$ cat config.mk
export PLATFORM = sky130hd
export DESIGN_NAME = sync_fifo_gen2
export DESIGN_NICKNAME = d
export VERILOG_FILES = /design/src/rtl/sync_fifo_gen2_pkg.sv /design/src/rtl/sync_fifo_gen2_mem.sv /design/src/rtl/sync_fifo_gen2.sv
export SDC_FILE = /design/constraint.sdc
export NUM_CORES = 1
export LEC_CHECK = 0
export BUFFER_PORTS_ARGS = -buffer_cell sky130_fd_sc_hd__buf_4
export CAP_MARGIN = 5
export CORE_ASPECT_RATIO = 2
export CORE_MARGIN = 1
export CORE_UTILIZATION = 64
export CTS_BUF_LIST = sky130_fd_sc_hd__clkbuf_4 sky130_fd_sc_hd__clkbuf_8 sky130_fd_sc_hd__clkbuf_16
export CTS_CLUSTER_DIAMETER = 100
export DETAILED_ROUTE_END_ITERATION = 8
export GPL_TIMING_DRIVEN = 0
export PLACE_DENSITY = 0.82
export REMOVE_ABC_BUFFERS = 1
export SLEW_MARGIN = 25
export SYNTH_ARGS = -nofsm -noshare
export SYNTH_HDL_FRONTEND = slang
export SYNTH_SLANG_ARGS = --single-unit
$ cat constraint.sdc
create_clock -name clk -period 7.2 [get_ports clk]
set_input_delay 0.36 -clock clk [delete_from_list [all_inputs] [get_ports clk]]
set_output_delay 0.36 -clock clk [all_outputs]
set_load 0.02 [all_outputs]
$ cat src/rtl/sync_fifo_gen2_pkg.sv
// Shared types and default sizing for the gen2 single-clock FIFO.
package sync_fifo_gen2_pkg;

   typedef enum logic {
      FIFO_STD  = 1'b0,
      FIFO_FWFT = 1'b1
   } fifo_mode_e;

   localparam int unsigned DEF_DATA_WIDTH = 16;
   localparam int unsigned DEF_DEPTH      = 8;

endpackage

$ cat src/rtl/sync_fifo_gen2_mem.sv
// Storage array for the gen2 FIFO: one synchronous write port, one combinational read port.
module fifo_mem_dp #(
   parameter int DATA_WIDTH = 16,
   parameter int DEPTH      = 8,
   parameter int AW         = 3
) (
   input  logic                  clk,
   input  logic                  we,
   input  logic [AW-1:0]         waddr,
   input  logic [DATA_WIDTH-1:0] wdata,
   input  logic [AW-1:0]         raddr,
   output logic [DATA_WIDTH-1:0] rdata
);

   // contents deliberately not reset; readers only see slots behind wr_ptr
   logic [DATA_WIDTH-1:0] mem_q [DEPTH];

   always_ff @(posedge clk) begin
      if (we) mem_q[waddr] <= wdata;
   end

   assign rdata = mem_q[raddr];

endmodule

$ cat src/rtl/sync_fifo_gen2.sv
// Single-clock FIFO with configurable thresholds, optional first-word-fall-through and sync flush.
module sync_fifo_gen2
   import sync_fifo_gen2_pkg::*;
#(
   parameter int DATA_WIDTH = DEF_DATA_WIDTH,
   parameter int DEPTH      = DEF_DEPTH,
   parameter int AF_LEVEL   = DEPTH - 1,
   parameter int AE_LEVEL   = 1,
   parameter int FWFT       = 0,
   localparam int CNT_W     = $clog2(DEPTH + 1)
) (
   input  logic                  clk,
   input  logic                  rst_n,
   input  logic                  flush,
   input  logic                  wr_en,
   input  logic [DATA_WIDTH-1:0] data_in,
   input  logic                  rd_en,
   output logic [DATA_WIDTH-1:0] data_out,
   output logic                  wr_ack,
   output logic                  overflow,
   output logic                  underflow,
   output logic                  full,
   output logic                  empty,
   output logic                  almostfull,
   output logic                  almostempty,
   output logic [CNT_W-1:0]      count
);

   localparam int PTR_W = $clog2(DEPTH);
   localparam fifo_mode_e MODE = (FWFT != 0) ? FIFO_FWFT : FIFO_STD;

   if (!(AE_LEVEL > 0 && AE_LEVEL < AF_LEVEL && AF_LEVEL <= DEPTH - 1)) begin : g_bad_levels
      $error("sync_fifo_gen2: need 0 < AE_LEVEL < AF_LEVEL <= DEPTH-1");
   end

   logic [PTR_W-1:0]      wr_ptr_q, wr_ptr_d;
   logic [PTR_W-1:0]      rd_ptr_q, rd_ptr_d;
   logic [CNT_W-1:0]      count_q, count_d;
   logic [DATA_WIDTH-1:0] dout_q, dout_d;
   logic                  ack_q, ack_d;
   logic                  ovf_q, ovf_d;
   logic                  udf_q, udf_d;
   logic [DATA_WIDTH-1:0] mem_rdata;
   logic                  wr_acc;
   logic                  rd_acc;

   assign full   = (count_q == CNT_W'(DEPTH));
   assign empty  = (count_q == '0);
   assign wr_acc = wr_en && !full && !flush;
   assign rd_acc = rd_en && !empty && !flush;

   fifo_mem_dp #(
      .DATA_WIDTH (DATA_WIDTH),
      .DEPTH      (DEPTH),
      .AW         (PTR_W)
   ) u_mem (
      .clk   (clk),
      .we    (wr_acc),
      .waddr (wr_ptr_q),
      .wdata (data_in),
      .raddr (rd_ptr_q),
      .rdata (mem_rdata)
   );

   always_comb begin
      wr_ptr_d = wr_ptr_q;
      rd_ptr_d = rd_ptr_q;
      count_d  = count_q;
      dout_d   = dout_q;
      ack_d    = 1'b0;
      ovf_d    = 1'b0;
      udf_d    = 1'b0;
      if (flush) begin
         wr_ptr_d = '0;
         rd_ptr_d = '0;
         count_d  = '0;
         dout_d   = '0;
      end else begin
         ack_d = wr_acc;
         ovf_d = wr_en && full;
         udf_d = rd_en && empty;
         // explicit wrap so non-power-of-two depths work
         if (wr_acc) wr_ptr_d = (wr_ptr_q == PTR_W'(DEPTH - 1)) ? '0 : wr_ptr_q + PTR_W'(1);
         if (rd_acc) rd_ptr_d = (rd_ptr_q == PTR_W'(DEPTH - 1)) ? '0 : rd_ptr_q + PTR_W'(1);
         if (wr_acc && !rd_acc) count_d = count_q + CNT_W'(1);
         if (rd_acc && !wr_acc) count_d = count_q - CNT_W'(1);
         if (MODE == FIFO_STD && rd_acc) dout_d = mem_rdata;
      end
   end

   always_ff @(posedge clk or negedge rst_n) begin
      if (!rst_n) begin
         wr_ptr_q <= '0;
         rd_ptr_q <= '0;
         count_q  <= '0;
         dout_q   <= '0;
         ack_q    <= 1'b0;
         ovf_q    <= 1'b0;
         udf_q    <= 1'b0;
      end else begin
         wr_ptr_q <= wr_ptr_d;
         rd_ptr_q <= rd_ptr_d;
         count_q  <= count_d;
         dout_q   <= dout_d;
         ack_q    <= ack_d;
         ovf_q    <= ovf_d;
         udf_q    <= udf_d;
      end
   end

   assign data_out    = (MODE == FIFO_FWFT) ? (empty ? '0 : mem_rdata) : dout_q;
   assign wr_ack      = ack_q;
   assign overflow    = ovf_q;
   assign underflow   = udf_q;
   assign count       = count_q;
   assign almostfull  = (count_q >= CNT_W'(AF_LEVEL)) && !full;
   assign almostempty = (count_q <= CNT_W'(AE_LEVEL)) && !empty;

endmodule
Yosys cells after proc, flatten, opt, wreduce, memory -nomap -nowiden
Memories as Yosys holds them, arrays and structs flattened.
Cells that the tools add are included.
{ "totals": {"mem_bits_ro": 0, "register_bits": 29, "ram_bits": 128, "latchBits": 0, "n_memories": 1, "inputBits": 21} }
{ "classes": {"n_lt_le_gt_ge": 2, "div": 0, "shift": 0, "n_eq_ne": 3, "n_bitwise": 0, "mux": 16, "multipliers": 0, "addsub": 4, "reduce_logical": 19} }
{ "memory_table": {"columns": ["name", "words", "word_bits", "rd", "rd_clocked_by_memory_dff", "write_ports", "line", "text"], "rows": [
  ["u_mem.mem_q", 8, 16, 1, 0, 1, "sync_fifo_gen2_mem.sv:16", "logic [DATA_WIDTH-1:0] mem_q [DEPTH];"]
]} }
{ "ops": {"columns": ["operator", "n"], "rows": [
  ["two-way mux 16 bit", 2],
  ["two-way mux 3 bit", 6],
  ["two-way mux 4 bit", 3],
  ["logical AND 1 bit", 10],
  ["adder 3 x 1 -> 3 bit (second input constant)", 2],
  ["== test 3 bit (second input constant)", 2],
  ["logical NOT 1 bit", 5],
  ["two-way mux 1 bit", 5],
  ["adder 4 x 1 -> 4 bit (second input constant)", 1],
  ["== test 4 bit (second input constant)", 1],
  [">= comparator 4 x 3 -> 1 bit (second input constant)", 1],
  ["less-or-equal comparator 4 x 1 -> 1 bit (second input constant)", 1],
  ["logical NOT 4 bit", 1],
  ["nonzero test 2 bit", 2],
  ["subtractor 4 x 1 -> 4 bit (second input constant)", 1],
  ["nonzero test 3 bit", 1]
]} }

Depth between registers and ports, before layout
{ "logic_depth": {"ltp_word": 9, "depth_mapped": 8, "mapped_depth_nobuf": 7} }

By module
Synthesis repeated with hierarchy kept, for this count alone.
{ "unflattened": {"hier_cells": 316, "hier_area_um2": 6348.6} }
{ "by_module_without_submodules": {"columns": ["mod", "n_inst", "area_each_um2", "seq_area_each_um2", "cells_each"], "rows": [
  ["fifo_mem_dp", 1, 4973.5, 3843.7, 198],
  ["sync_fifo_gen2", 1, 1375.1, 725.7, 118]
]} }

Worst setup path before layout
No wires, ideal clock.
{ "synth_timing": {"path_kind": "reg2reg", "startpoint": "reg count_q[0], in the netlist count[0]", "endpoint": "mem u_mem.mem_q[0][0], enable pin", "setup_slack_ns": 3.892, "t_required_ns": 6.770, "setup_time_ns": 0.430, "t_arrival_ns": 2.878, "stages_incl_launch_ff": 6, "synth_period_minus_slack_ns": 3.308, "n_path_buf": 0, "path_cell_list": "dfrtp_1 -> inv_1 -> ha_1 -> nand3b_1 -> nand3b_1 -> nor4_1"} }
{ "synth_between": {"elab_chain_len": 6} }
{ "synth_lines": {"columns": ["item", "line", "text"], "rows": [
  ["from (decl)", "sync_fifo_gen2.sv:38", "logic [CNT_W-1:0] count_q, count_d;"],
  ["from (signal assigned)", "sync_fifo_gen2.sv:103", "count_q <= count_d;"],
  ["== test 4 bit", "sync_fifo_gen2.sv:47", "assign full = (count_q == CNT_W'(DEPTH));"],
  ["logical NOT 1 bit", "sync_fifo_gen2.sv:49", "assign wr_acc = wr_en && !full && !flush;"],
  ["logical AND 1 bit (2 in series)", "sync_fifo_gen2.sv:49", null],
  ["two-way mux 1 bit", "sync_fifo_gen2_mem.sv:19", "if (we) mem_q[waddr] <= wdata;"],
  ["two-way mux 1 bit (not written as such)", "sync_fifo_gen2_mem.sv:19", null],
  ["to (decl)", "sync_fifo_gen2_mem.sv:16", null]
]} }
No other way between the ends.

Worst setup path in the final report
{ "layout_timing": {"startpoint": "reg count_q[0], in the netlist count[0]", "endpoint": "mem u_mem.mem_q[7][13], enable pin"} }
The elaborated chain is that of the path after synthesis.

==> results.md <==
- Total GRT Usage: 0.2707
- Synthesized area: 0.006192 mm2
- Routed vias: 3,306
- Starting DRT DRC Count: 208
- PD cells: about 350 mW/mm2
- Pin count of the biggest net entering global routing: 35
- WP data arrival: 3050 ps
- Placed Cells incl. Taps: 484
- CP startpoint kind: flip-flop
- Final Setup Violations: 0
- Hold Crit Class: in2reg
- RD Place Congestion: between 0.8 and 0.9
- Unique masters post-synth: 38
- DR vias/cell: 6.395
- Hold Crit Start: data_in[3]
- Util after Layout: 0.7989
- Initial DRT Pass Iterations: 4
- Normalized max-slew margin: 0.5184
- Initial antenna violation count: 0
- Gr ovfl total: 0
- Routed wire per std cell: 23.72 um
- Endpoint class of the critical path: flip-flop
- Core Box Area: between 0.009 and 0.01 mm2
- Post-synthesis cell count: about 330
- Fin crit share: 0.4071
- Buf/Inv on CP: 3
- Vias in the first global route: 3,571
- CTS buffer count: 17
- Final HPWL DP: ~7.3 mm
- Fin Setup TNS: 0 ps
- Min cycle time layout: slightly below 3000 ps
- Postcts setup bufs: 0
- P_leak: approximately 2.7 nW
- Gates resized, CTS repair: 0
- Crit path cell chain: inv_1 -> ha_1 -> nand3b_1 -> nand3b_1 -> inv_1 -> nand2_1 -> nor2_2 -> buf_6
- Initial core utilization: 0.6599
- Post-synthesis sequential area ratio: 0.7379
- Clk sink count: about 160
- VDD IR max: 305.6 uV
- Max stage delay on crit path: approximately 540 ps
- Final Skew: approximately 12 ps
- Mean Syn Cell Area: 18.60 um2
- Area delta synth->final: 21.07%
- Overall routed net length: ~12 mm
- Remaining routing DRC violations: 0
- Status: complete, no violations
- Layout cells sized above 1: 0.3438
- # diodes: 0
- Post-synth EDFFs: 128
- Post-Layout Cell Count: 517
- H-tree Lvls: 4
- Nets: 428
- Unrepaired setup endpoints after global routing: no
- Crit path launch: count[0]
- Maximum buffer depth of the clock tree: 2
- Max_cap viols: 0
- Worst EP required: between 7000 and 8000 ps
- Post-synth top flop: edfxtp_1
- Critical path's slowest cell: nor2_2
- Slew Limit Fails: 0
- CP Class: reg2reg
- Flops & latches, synth: between 150 and 200
- Num ports: between 40 and 50
- Root Buffer Master: clkbuf_16
- Async set-or-reset flop fraction in the synthesized netlist: 0.1847
- Die height: around 140 um
- Routed Antenna Nets: 0
- First-pass GRT wire length: 18.84 mm
- Chip width: about 70 um
- Crit-path max FO: 9
- Total die area: between 0.01 and 0.015 mm2
- Delay-heaviest family, CP: simple AND/OR/NAND/NOR gates
- CTS clock-pin slew for the worst setup and hold paths: 60 ps
- Maximum clock rate: approximately 0.34 GHz
- PortBufs: 47
- Ys Warns: 0
- Clk Latency, worst-skew pair: approximately 420 ps
- Num rows: 50
- TritonCTS clock tree: yes
- Worst R2R Start: count[0]
- Hold Violations, Final: 0
- Worst-Margin Slew: slightly above 700 ps
[timing repair]
action                                 4_1_cts  5_1_grt
hold buffers                                 1        0
endpoints found under the hold margin       29        0
setup endpoints to repair                    0        0
[synth_stat cells, types with 3 or more instances]
| master | instances | area, um2 |
|---|---|---|
| a21oi_1 | 3 | 15.01 |
| inv_1 | 6 | 22.52 |
| mux4_2 | 32 | 720.7 |
| mux2i_1 | 17 | 170.2 |
| nand2_1 | 29 | 108.9 |
| o21ai_0 | 18 | 90.09 |
| edfxtp_1 | 128 | 3844 |
| clkbuf_1 | 6 | 22.52 |
| buf_2 | 9 | 45.04 |
| nor3b_1 | 3 | 22.52 |
| nor2_1 | 7 | 26.28 |
| nand3b_1 | 3 | 22.52 |
| ha_1 | 7 | 87.58 |
| nand2b_1 | 3 | 18.77 |
| nor3_1 | 7 | 35.03 |
| dfrtp_1 | 29 | 725.7 |
[kinds of logic after synthesis]
group,after synthesis,share of synthesized area
AO/OA/AOI/OAI,36,0.03840
AND/OR/NAND/NOR,60,0.04688
flip-flops,157,0.7379
adder cells (fa/ha/maj),7,0.01414
multiplexers,51,0.1475
buffers and inverters,22,0.01515
[cells in the final DEF (no fill, tap or decap), types with 3 or more instances in the layout]
cell type / count
nand2_1: 29
buf_6: 4
clkbuf_8: 3
nor3b_1: 3
nand2b_1: 3
nor3_1: 3
nand3b_1: 3
nor2_1: 4
edfxtp_1: 128
ha_1: 7
o21ai_0: 18
mux4_2: 32
bufinv_16: 6
buf_2: 3
nor3_2: 4
buf_4: 55
inv_1: 6
dfrtp_1: 26
a21oi_1: 3
mux2i_1: 17
clkbuf_16: 17
[metal layers]
metal	GRT usage	up-vias	part of all wire
met5	0	-	0
met3	0.06362	37	0.047
li1	-	1458	-
met1	0.3220	1688	0.37
met4	0.1579	0	0.035
met2	0.4481	123	0.54
[path summary, 6_finish.rpt]
check	cells past startpoint	slack [ps]	end
setup / recovery	8	4270	u_mem.mem_q[7][13]
hold / removal	1	170	u_mem.mem_q[3][3]
setup reg to reg	8	4270	u_mem.mem_q[7][13]
hold reg to reg	2	480	data_out[11]
max in group asynchronous	2	6430	rd_ptr_q[0]
min in group asynchronous	2	420	data_out[5]
[area by class of cell]
| class | instances | area, um2 |
|---|---|---|
| flip-flops and latches | 157 | 4576 |
| fillers | 469 | 1887 |
| multi-input cells | 154 | 1575 |
| repair buffers | 64 | 503.0 |
| clock buffers | 22 | 481.7 |
| clock inverters | 10 | 209.0 |
| well taps | 104 | 130.1 |
| inverters | 6 | 22.52 |
[worst register-to-register path, stage by stage, from the launching register on]
cell and delay, ps:
dfrtp_1 470, inv_1 70, ha_1 260, nand3b_1 290
nand3b_1 360, inv_1 180, nand2_1 190, nor2_2 540
buf_6 260
[state kept, by name, summed over array words and instances, names as in the netlist]
name,count
overflow,1
data_out,16
underflow,1
rd_ptr_q,3
count,4
wr_ptr_q,3
wr_ack,1
u_mem.mem_q,128
[report_power, final]
part	switching [mW]	internal (mW)	leakage, nW
logic	0.225	0.235	0.804
registers	0.0910	1.04	1.54
clock network	0.339	0.686	0.334
total	0.654	1.96	2.68
[per-stage QoR]
step / setup slack [ps] / hold slack, ps / instance area (um2) / total power [mW]
6_report: 4269 / 167.6 / 7497 / 2.613
5_1_grt: 4080 / 155.0 / 7497 / 2.704
4_1_cts: 4275 / 151.2 / 7497 / 2.634
3_5_place_dp: 4355 / 322.7 / 6797 / 1.602
3_3_place_gp: 2258 / 319.7 / 6604 / 1.580
2_1_floorplan: 3892 / 64.41 / 6121 / 1.427
(Power assumes the default switching activity.)
